==> src/rtl/spi_cmd_pkg.sv <==
// Shared definitions for the SPI command receiver: frame geometry, field
// positions, command codes and the receive FSM encoding.
package spi_cmd_pkg;

    localparam int LEN_SPI      = 32;
    localparam int SPI_CODE_LEN = 6;
    localparam int SPI_ADDR_LEN = 10;
    localparam int SPI_DATA_LEN = 16;

    localparam int CODE_MSB = 31;
    localparam int CODE_LSB = 26;
    localparam int ADDR_MSB = 25;
    localparam int ADDR_LSB = 16;
    localparam int DATA_MSB = 15;
    localparam int DATA_LSB = 0;

    // Bit counter must hold LEN_SPI+1 so that over-long frames stay distinguishable.
    localparam int IDX_W = $clog2(LEN_SPI);
    localparam int CNT_W = $clog2(LEN_SPI + 2);

    localparam logic [SPI_CODE_LEN-1:0] CMD_WR_REC    = 6'd4;
    localparam logic [SPI_CODE_LEN-1:0] CMD_AFE_RST   = 6'd7;
    localparam logic [SPI_CODE_LEN-1:0] CMD_AFE_UNRST = 6'd8;
    localparam logic [SPI_CODE_LEN-1:0] CMD_RD_ADC    = 6'd19;
    localparam logic [SPI_CODE_LEN-1:0] CMD_WR_CHEM   = 6'd20;
    localparam logic [SPI_CODE_LEN-1:0] CMD_LAST      = 6'd24;

    typedef enum logic [1:0] {
        ST_IDLE  = 2'd0,
        ST_SHIFT = 2'd1,
        ST_CHECK = 2'd2
    } rx_state_e;

endpackage

==> src/rtl/spi_in_sync.sv <==
// Multi-flop synchronizer for one pad input, with optional rise/fall detect
// taken from the last two synchronized samples.
module spi_in_sync #(
    parameter int   STAGES   = 2,
    parameter logic RST_VAL  = 1'b0,
    parameter bit   EDGE_DET = 1'b1
) (
    input  logic clk_i,
    input  logic rst_i,
    input  logic d_i,
    output logic q_o,
    output logic rise_o,
    output logic fall_o
);

    logic [STAGES-1:0] sync_q;

    always_ff @(posedge clk_i or posedge rst_i) begin
        if (rst_i) sync_q <= {STAGES{RST_VAL}};
        else       sync_q <= {sync_q[STAGES-2:0], d_i};
    end

    assign q_o = sync_q[STAGES-1];

    generate
        if (EDGE_DET) begin : g_edge
            logic prev_q;
            always_ff @(posedge clk_i or posedge rst_i) begin
                if (rst_i) prev_q <= RST_VAL;
                else       prev_q <= q_o;
            end
            assign rise_o = q_o & ~prev_q;
            assign fall_o = ~q_o & prev_q;
        end else begin : g_no_edge
            assign rise_o = 1'b0;
            assign fall_o = 1'b0;
        end
    endgenerate

endmodule

==> src/rtl/spi_slave_cmd_rx.sv <==
// SPI slave command receiver: shifts in 32-bit LSB-first frames, shifts the
// captured response word out on miso, and strobes the decoded command.
//
//   state    | meaning
//   ---------+-----------------------------------------------------------
//   ST_IDLE  | waiting for a cs_n fall; miso low, busy low
//   ST_SHIFT | frame in progress: sample mosi on sck rise, drive miso on fall
//   ST_CHECK | one cycle after cs_n rise: strobe cmd_valid or frame_err
module spi_slave_cmd_rx
    import spi_cmd_pkg::*;
#(
    parameter int SYNC_STAGES = 2
) (
    input  logic                    clk_50M,
    input  logic                    rst,
    input  logic                    sck,
    input  logic                    cs_n,
    input  logic                    mosi,
    output logic                    miso,
    input  logic [LEN_SPI-1:0]      rsp_data,
    output logic                    cmd_valid,
    output logic [SPI_CODE_LEN-1:0] cmd_code,
    output logic [SPI_ADDR_LEN-1:0] cmd_addr,
    output logic [SPI_DATA_LEN-1:0] cmd_data,
    output logic                    frame_err,
    output logic                    busy
);

    localparam logic [CNT_W-1:0] CNT_LEN = CNT_W'(LEN_SPI);
    localparam logic [CNT_W-1:0] CNT_MAX = CNT_W'(LEN_SPI + 1);
    localparam logic [3:0]       FLUSH   = 4'(SYNC_STAGES + 1);

    logic sck_lvl_unused, sck_rise, sck_fall;
    logic cs_sync, cs_rise, cs_fall;
    logic mosi_sync;
    logic [1:0] mosi_edge_unused;

    spi_in_sync #(.STAGES(SYNC_STAGES), .RST_VAL(1'b1), .EDGE_DET(1'b1)) u_sync_sck (
        .clk_i(clk_50M), .rst_i(rst), .d_i(sck),
        .q_o(sck_lvl_unused), .rise_o(sck_rise), .fall_o(sck_fall)
    );

    spi_in_sync #(.STAGES(SYNC_STAGES), .RST_VAL(1'b1), .EDGE_DET(1'b1)) u_sync_cs (
        .clk_i(clk_50M), .rst_i(rst), .d_i(cs_n),
        .q_o(cs_sync), .rise_o(cs_rise), .fall_o(cs_fall)
    );

    spi_in_sync #(.STAGES(SYNC_STAGES), .RST_VAL(1'b0), .EDGE_DET(1'b0)) u_sync_mosi (
        .clk_i(clk_50M), .rst_i(rst), .d_i(mosi),
        .q_o(mosi_sync), .rise_o(mosi_edge_unused[0]), .fall_o(mosi_edge_unused[1])
    );

    rx_state_e               state_q;
    logic [CNT_W-1:0]        bit_cnt_q;
    logic [CNT_W-1:0]        bit_cnt_d;
    logic [LEN_SPI-1:0]      rx_sr_q;
    logic [LEN_SPI-1:0]      rsp_sr_q;
    logic                    miso_q;
    logic                    cmd_valid_q;
    logic                    frame_err_q;
    logic [SPI_CODE_LEN-1:0] cmd_code_q;
    logic [SPI_ADDR_LEN-1:0] cmd_addr_q;
    logic [SPI_DATA_LEN-1:0] cmd_data_q;
    logic                    busy_q;
    logic [3:0]              flush_q;
    logic                    arm_q;

    assign bit_cnt_d = (bit_cnt_q == CNT_MAX) ? bit_cnt_q : bit_cnt_q + 1'b1;

    // The cs_n synchronizer is preset high, so a reset released mid-frame would
    // look like a fresh cs_n fall. Only arm once the pipeline holds real samples
    // and cs_n has been seen high, which drops any frame in flight at release.
    always_ff @(posedge clk_50M or posedge rst) begin
        if (rst) begin
            state_q     <= ST_IDLE;
            bit_cnt_q   <= '0;
            rx_sr_q     <= '0;
            rsp_sr_q    <= '0;
            miso_q      <= 1'b0;
            cmd_valid_q <= 1'b0;
            frame_err_q <= 1'b0;
            cmd_code_q  <= '0;
            cmd_addr_q  <= '0;
            cmd_data_q  <= '0;
            busy_q      <= 1'b0;
            flush_q     <= '0;
            arm_q       <= 1'b0;
        end else begin
            cmd_valid_q <= 1'b0;
            frame_err_q <= 1'b0;
            if (flush_q != FLUSH) flush_q <= flush_q + 1'b1;
            else if (cs_sync)     arm_q   <= 1'b1;

            case (state_q)
                ST_IDLE: begin
                    if (cs_fall && arm_q) begin
                        state_q   <= ST_SHIFT;
                        rsp_sr_q  <= rsp_data;
                        miso_q    <= rsp_data[0];
                        bit_cnt_q <= '0;
                        busy_q    <= 1'b1;
                    end
                end
                ST_SHIFT: begin
                    if (cs_rise) begin
                        state_q <= ST_CHECK;
                    end else if (sck_rise) begin
                        if (bit_cnt_q < CNT_LEN) rx_sr_q[bit_cnt_q[IDX_W-1:0]] <= mosi_sync;
                        bit_cnt_q <= bit_cnt_d;
                    end else if (sck_fall) begin
                        miso_q <= (bit_cnt_q < CNT_LEN) ? rsp_sr_q[bit_cnt_q[IDX_W-1:0]] : 1'b0;
                    end
                end
                ST_CHECK: begin
                    if (bit_cnt_q == CNT_LEN) begin
                        cmd_code_q  <= rx_sr_q[CODE_MSB:CODE_LSB];
                        cmd_addr_q  <= rx_sr_q[ADDR_MSB:ADDR_LSB];
                        cmd_data_q  <= rx_sr_q[DATA_MSB:DATA_LSB];
                        cmd_valid_q <= 1'b1;
                    end else begin
                        frame_err_q <= 1'b1;
                    end
                    state_q <= ST_IDLE;
                    busy_q  <= 1'b0;
                    miso_q  <= 1'b0;
                end
                default: state_q <= ST_IDLE;
            endcase
        end
    end

    assign miso      = miso_q;
    assign cmd_valid = cmd_valid_q;
    assign frame_err = frame_err_q;
    assign cmd_code  = cmd_code_q;
    assign cmd_addr  = cmd_addr_q;
    assign cmd_data  = cmd_data_q;
    assign busy      = busy_q;

endmodule

==> config.mk <==
export PLATFORM = sky130hd
export DESIGN_NAME = spi_slave_cmd_rx
export DESIGN_NICKNAME = d
export VERILOG_FILES = /design/src/rtl/spi_cmd_pkg.sv /design/src/rtl/spi_in_sync.sv /design/src/rtl/spi_slave_cmd_rx.sv
export SDC_FILE = /design/constraint.sdc
export NUM_CORES = 1
export LEC_CHECK = 0
export CORE_UTILIZATION = 49
export DETAILED_ROUTE_END_ITERATION = 10
export PLACE_DENSITY_LB_ADDON = 0.12
export SLEW_MARGIN = 20
export SYNTH_ARGS = -nofsm -noshare
export SYNTH_HDL_FRONTEND = slang
export SYNTH_SLANG_ARGS = --single-unit
==> constraint.sdc <==
create_clock -name clk_50M -period 3.8 [get_ports clk_50M]
set_input_delay 0.57 -clock clk_50M [delete_from_list [all_inputs] [get_ports clk_50M]]
set_output_delay 0.57 -clock clk_50M [all_outputs]
set_load 0.005 [all_outputs]
==> flow_summary.yaml <==
outcome:
  outcome: "finished, final reports clean"
synthesis:
  synth-edff-count: 0
  synthAdderAreaFrac: 0.0239
  synth_top_family_by_area: "multiplexers"
  synthXorXnorAreaFrac: 0.00835
  muxShareOfSynthArea: 0.181
  synth_fp_nets: 499
  synth-async-reset-ratio: 1.00
  yosys.area.top_type: "dfrtp_1"
  syn_inst: 452
  yosys-top-cells-area: "dfrtp_1 (55%), mux2_2 (13%), nand2_1 (7.7%), dfstp_2 (3.0%), nor2_1 (2.8%)"
  ys_ff_latch: 121
  synth-simple-area-share: 0.137
  synth_top_area_share: 0.549
  syn_avg_cell_area_sq_um: 11.6
  ys.flop_type: "dfrtp_1"
  ys_seq_area_frac: 0.579
  yosys_warnings: 0
  ys_types: 43
  syn_area_sq_um: 5240
  synth-compound-area-share: 0.0451
setup_path:
  timing.rr.start: "bit_cnt_q[0]$_DFFE_PP0P_"
  worstSetupStartpointType: "flop"
  reg2regPathDepth: 7
  slowest_stage: "dfrtp_1"
  required_ps: 4190
  cpPeakStageDelay_ps: 980
  cp_cell_sequence: "inv_1, ha_1, nand4_1, buf_4, inv_1, nand2_1, nand2_1"
  worstSetupEndpointType: "flop"
  worst-path-max-fanout: 33
  startpoint: "bit_cnt_q[0]$_DFFE_PP0P_"
  crit_type: "flop to flop"
  worst-endpoint-arrival_ps: 3340
  r2r_slack_ps: 850
  r2r-end: "cmd_addr[9]$_DFFE_PP0P_"
timing:
  grt_setup_unrepaired: "no"
  worstMarginPinSlew_ps: 999
  fin_crit_ps: 2950
  setup_viol: 0
  fin_tns_setup_ps: 0
  finalCritPeriodShare: 0.775
  slew_violations: 0
  skew_ps: 7.74
  setup_slack_ps: 854
  fmax_mhz: 339
  slew_headroom: 0.333
  hold_viol: 0
place:
  portBuffers: 72
  post-place-ws_ps: 899
  dp_hpwl_um: 6790
  globalplace.congestion: 0.798
job:
  cap_viol_max_count: 0
clock_tree:
  cts_tree: "done"
  clock_sinks: 121
  clock_path_buffers: 2
  clk_pin_slew_ps: 60
  post_cts_resized: 0
  clock-root-buffer: "clkbuf_8"
  clock_latency_ps: 510
  cts_setup_buffers: 0
  cts_made_buffers: 17
  cts_hold_buf: 0
  ctsHtreeMaxLevel: 4
drt:
  drt_iter0_drc: 124
  vias_per_cell: 5.13
  first_pass_iters: 4
  ant_nets: 0
  wire_per_inst_um: 15.4
  num_vias: 3466
  drcViolationCount: 0
  wirelength_um: 10400
final_layout:
  final_cell_mix: "dfrtp_1 (115), nand2_1 (107), clkdlybuf4s50_1 (72)"
  area.growth.synth_to_final_pct: 27.3
  final_util: 0.644
  n_fill_cell: 855
  num_antenna_cells: 0
  final_common_cell: "dfrtp_1"
  drive_gt1_frac: 0.200
  nets: 573
die:
  core-area_sq_um: 10400
  io_pins: 73
  die_w_um: 105
  rows: 37
  die_h_um: 105
  start_util: 0.506
  fp.dieArea_sq_um: 11100
global_route:
  overflow: 0
  grt_max_degree: 63
  antenna_found_initial: 0
  grt_first_pass_wirelength_um: 17600
  grt.total_usage: 0.204
  grt_pass1_vias: 3679
power:
  ir_drop_mv: 0.313
  p_per_area_nw_per_um2: 621
  cellLeakagePower_nw: 3.08
hold_path:
  hold_path_depth: 0
  min-delay-start: "u_sync_sck.sync_q[0]$_DFF_PP1_"
  hold_end: "u_sync_sck.sync_q[1]$_DFF_PP1_"
  min_path_type: "flop to flop"
registers in the layout, summed over array words and instances, names as in the netlist:
signal,flops
rsp_sr_q,32
rx_sr_q,32
cmd_data,16
cmd_addr,10
bit_cnt_q,6
cmd_code,6
flush_q,4
state_q,2
u_sync_cs.sync_q,2
u_sync_mosi.sync_q,2
u_sync_sck.sync_q,2
arm_q,1
busy,1
cmd_valid,1
frame_err,1
miso,1
u_sync_cs.g_edge.prev_q,1
u_sync_sck.g_edge.prev_q,1
synthesized netlist by cell type (3+ instances only):
library cell and n:
dfstp_2 6, buf_2 5, ha_1 10, buf_1 3
mux2_1 6, nand2b_1 3, a21oi_1 3, nand3_1 4
nand3b_1 4, mux2_2 62, mux2i_1 14, nand2_1 107
a22o_1 4, nor2_1 39, clkbuf_1 13, dfrtp_1 115
o21ai_0 6, inv_1 11, o22ai_1 5, xnor2_1 5
area by class of cell:
type	instances	area [sq um]	share of cell area
clock inverters	7	141	0.0212
inverters	11	43.8	0.00656
clock buffers	25	454	0.0680
well taps	136	170	0.0255
repair buffers	77	758	0.114
multi-input cells	298	2070	0.311
flip-flops and latches	121	3040	0.455
how the worst max path moves through the flow:
stage,cells after the start,slack [ps],end
after global placement,7,990,cmd_code[1]$_DFFE_PP0P_
after floorplan,1,30,arm_q$_DFFE_PP0P_
after global routing,7,590,cmd_addr[6]$_DFFE_PP0P_
final,7,850,cmd_addr[9]$_DFFE_PP0P_
after CTS,7,840,cmd_addr[9]$_DFFE_PP0P_
after detailed placement,7,900,cmd_addr[9]$_DFFE_PP0P_
power by group:
group / switching [W] / internal (W) / leakage [nW] / total [W]
combinational: 0.000344 / 0.000460 / 1.23 / 0.000804
sequential: 0.000194 / 0.00153 / 1.56 / 0.00172
clock: 0.000536 / 0.00108 / 0.285 / 0.00162
total: 0.00107 / 0.00307 / 3.08 / 0.00414
critical path: cells and delay by family, from the launching register on:
family                   cells  cell delay [ps]
adder cells (fa/ha/maj)      1              300
AND/OR/NAND/NOR              3              440
flip-flops                   1              980
buffers and inverters        3             1100
cells by family after synthesis:
kind of cell | after synthesis
and+or+nand+nor | 169
DFF | 121
adders and majority gates | 10
muxes | 84
xor gates and xnor gates | 5
AOI/OAI and AO/OA | 30
buffers and inverters | 33
metal layers:
metal | part of all wire | global-route usage
met1 | 0.46 | 0.265
met2 | 0.47 | 0.325
met3 | 0.045 | 0.0482
met4 | 0.027 | 0.0956
met5 | 0 | 0
per-stage QoR:
step                hold WS [ps]  instances  cell area [sq um]  power [W]
floorplan                    331        452               5240    0.00232
global placement             345        643               6080    0.00251
detailed placement           342        643               6080    0.00255
CTS                          357        675               6680    0.00418
global route                 362        675               6680    0.00434
finish                       356        675               6680    0.00414
Note: power is estimated with default switching activity, not from simulation.
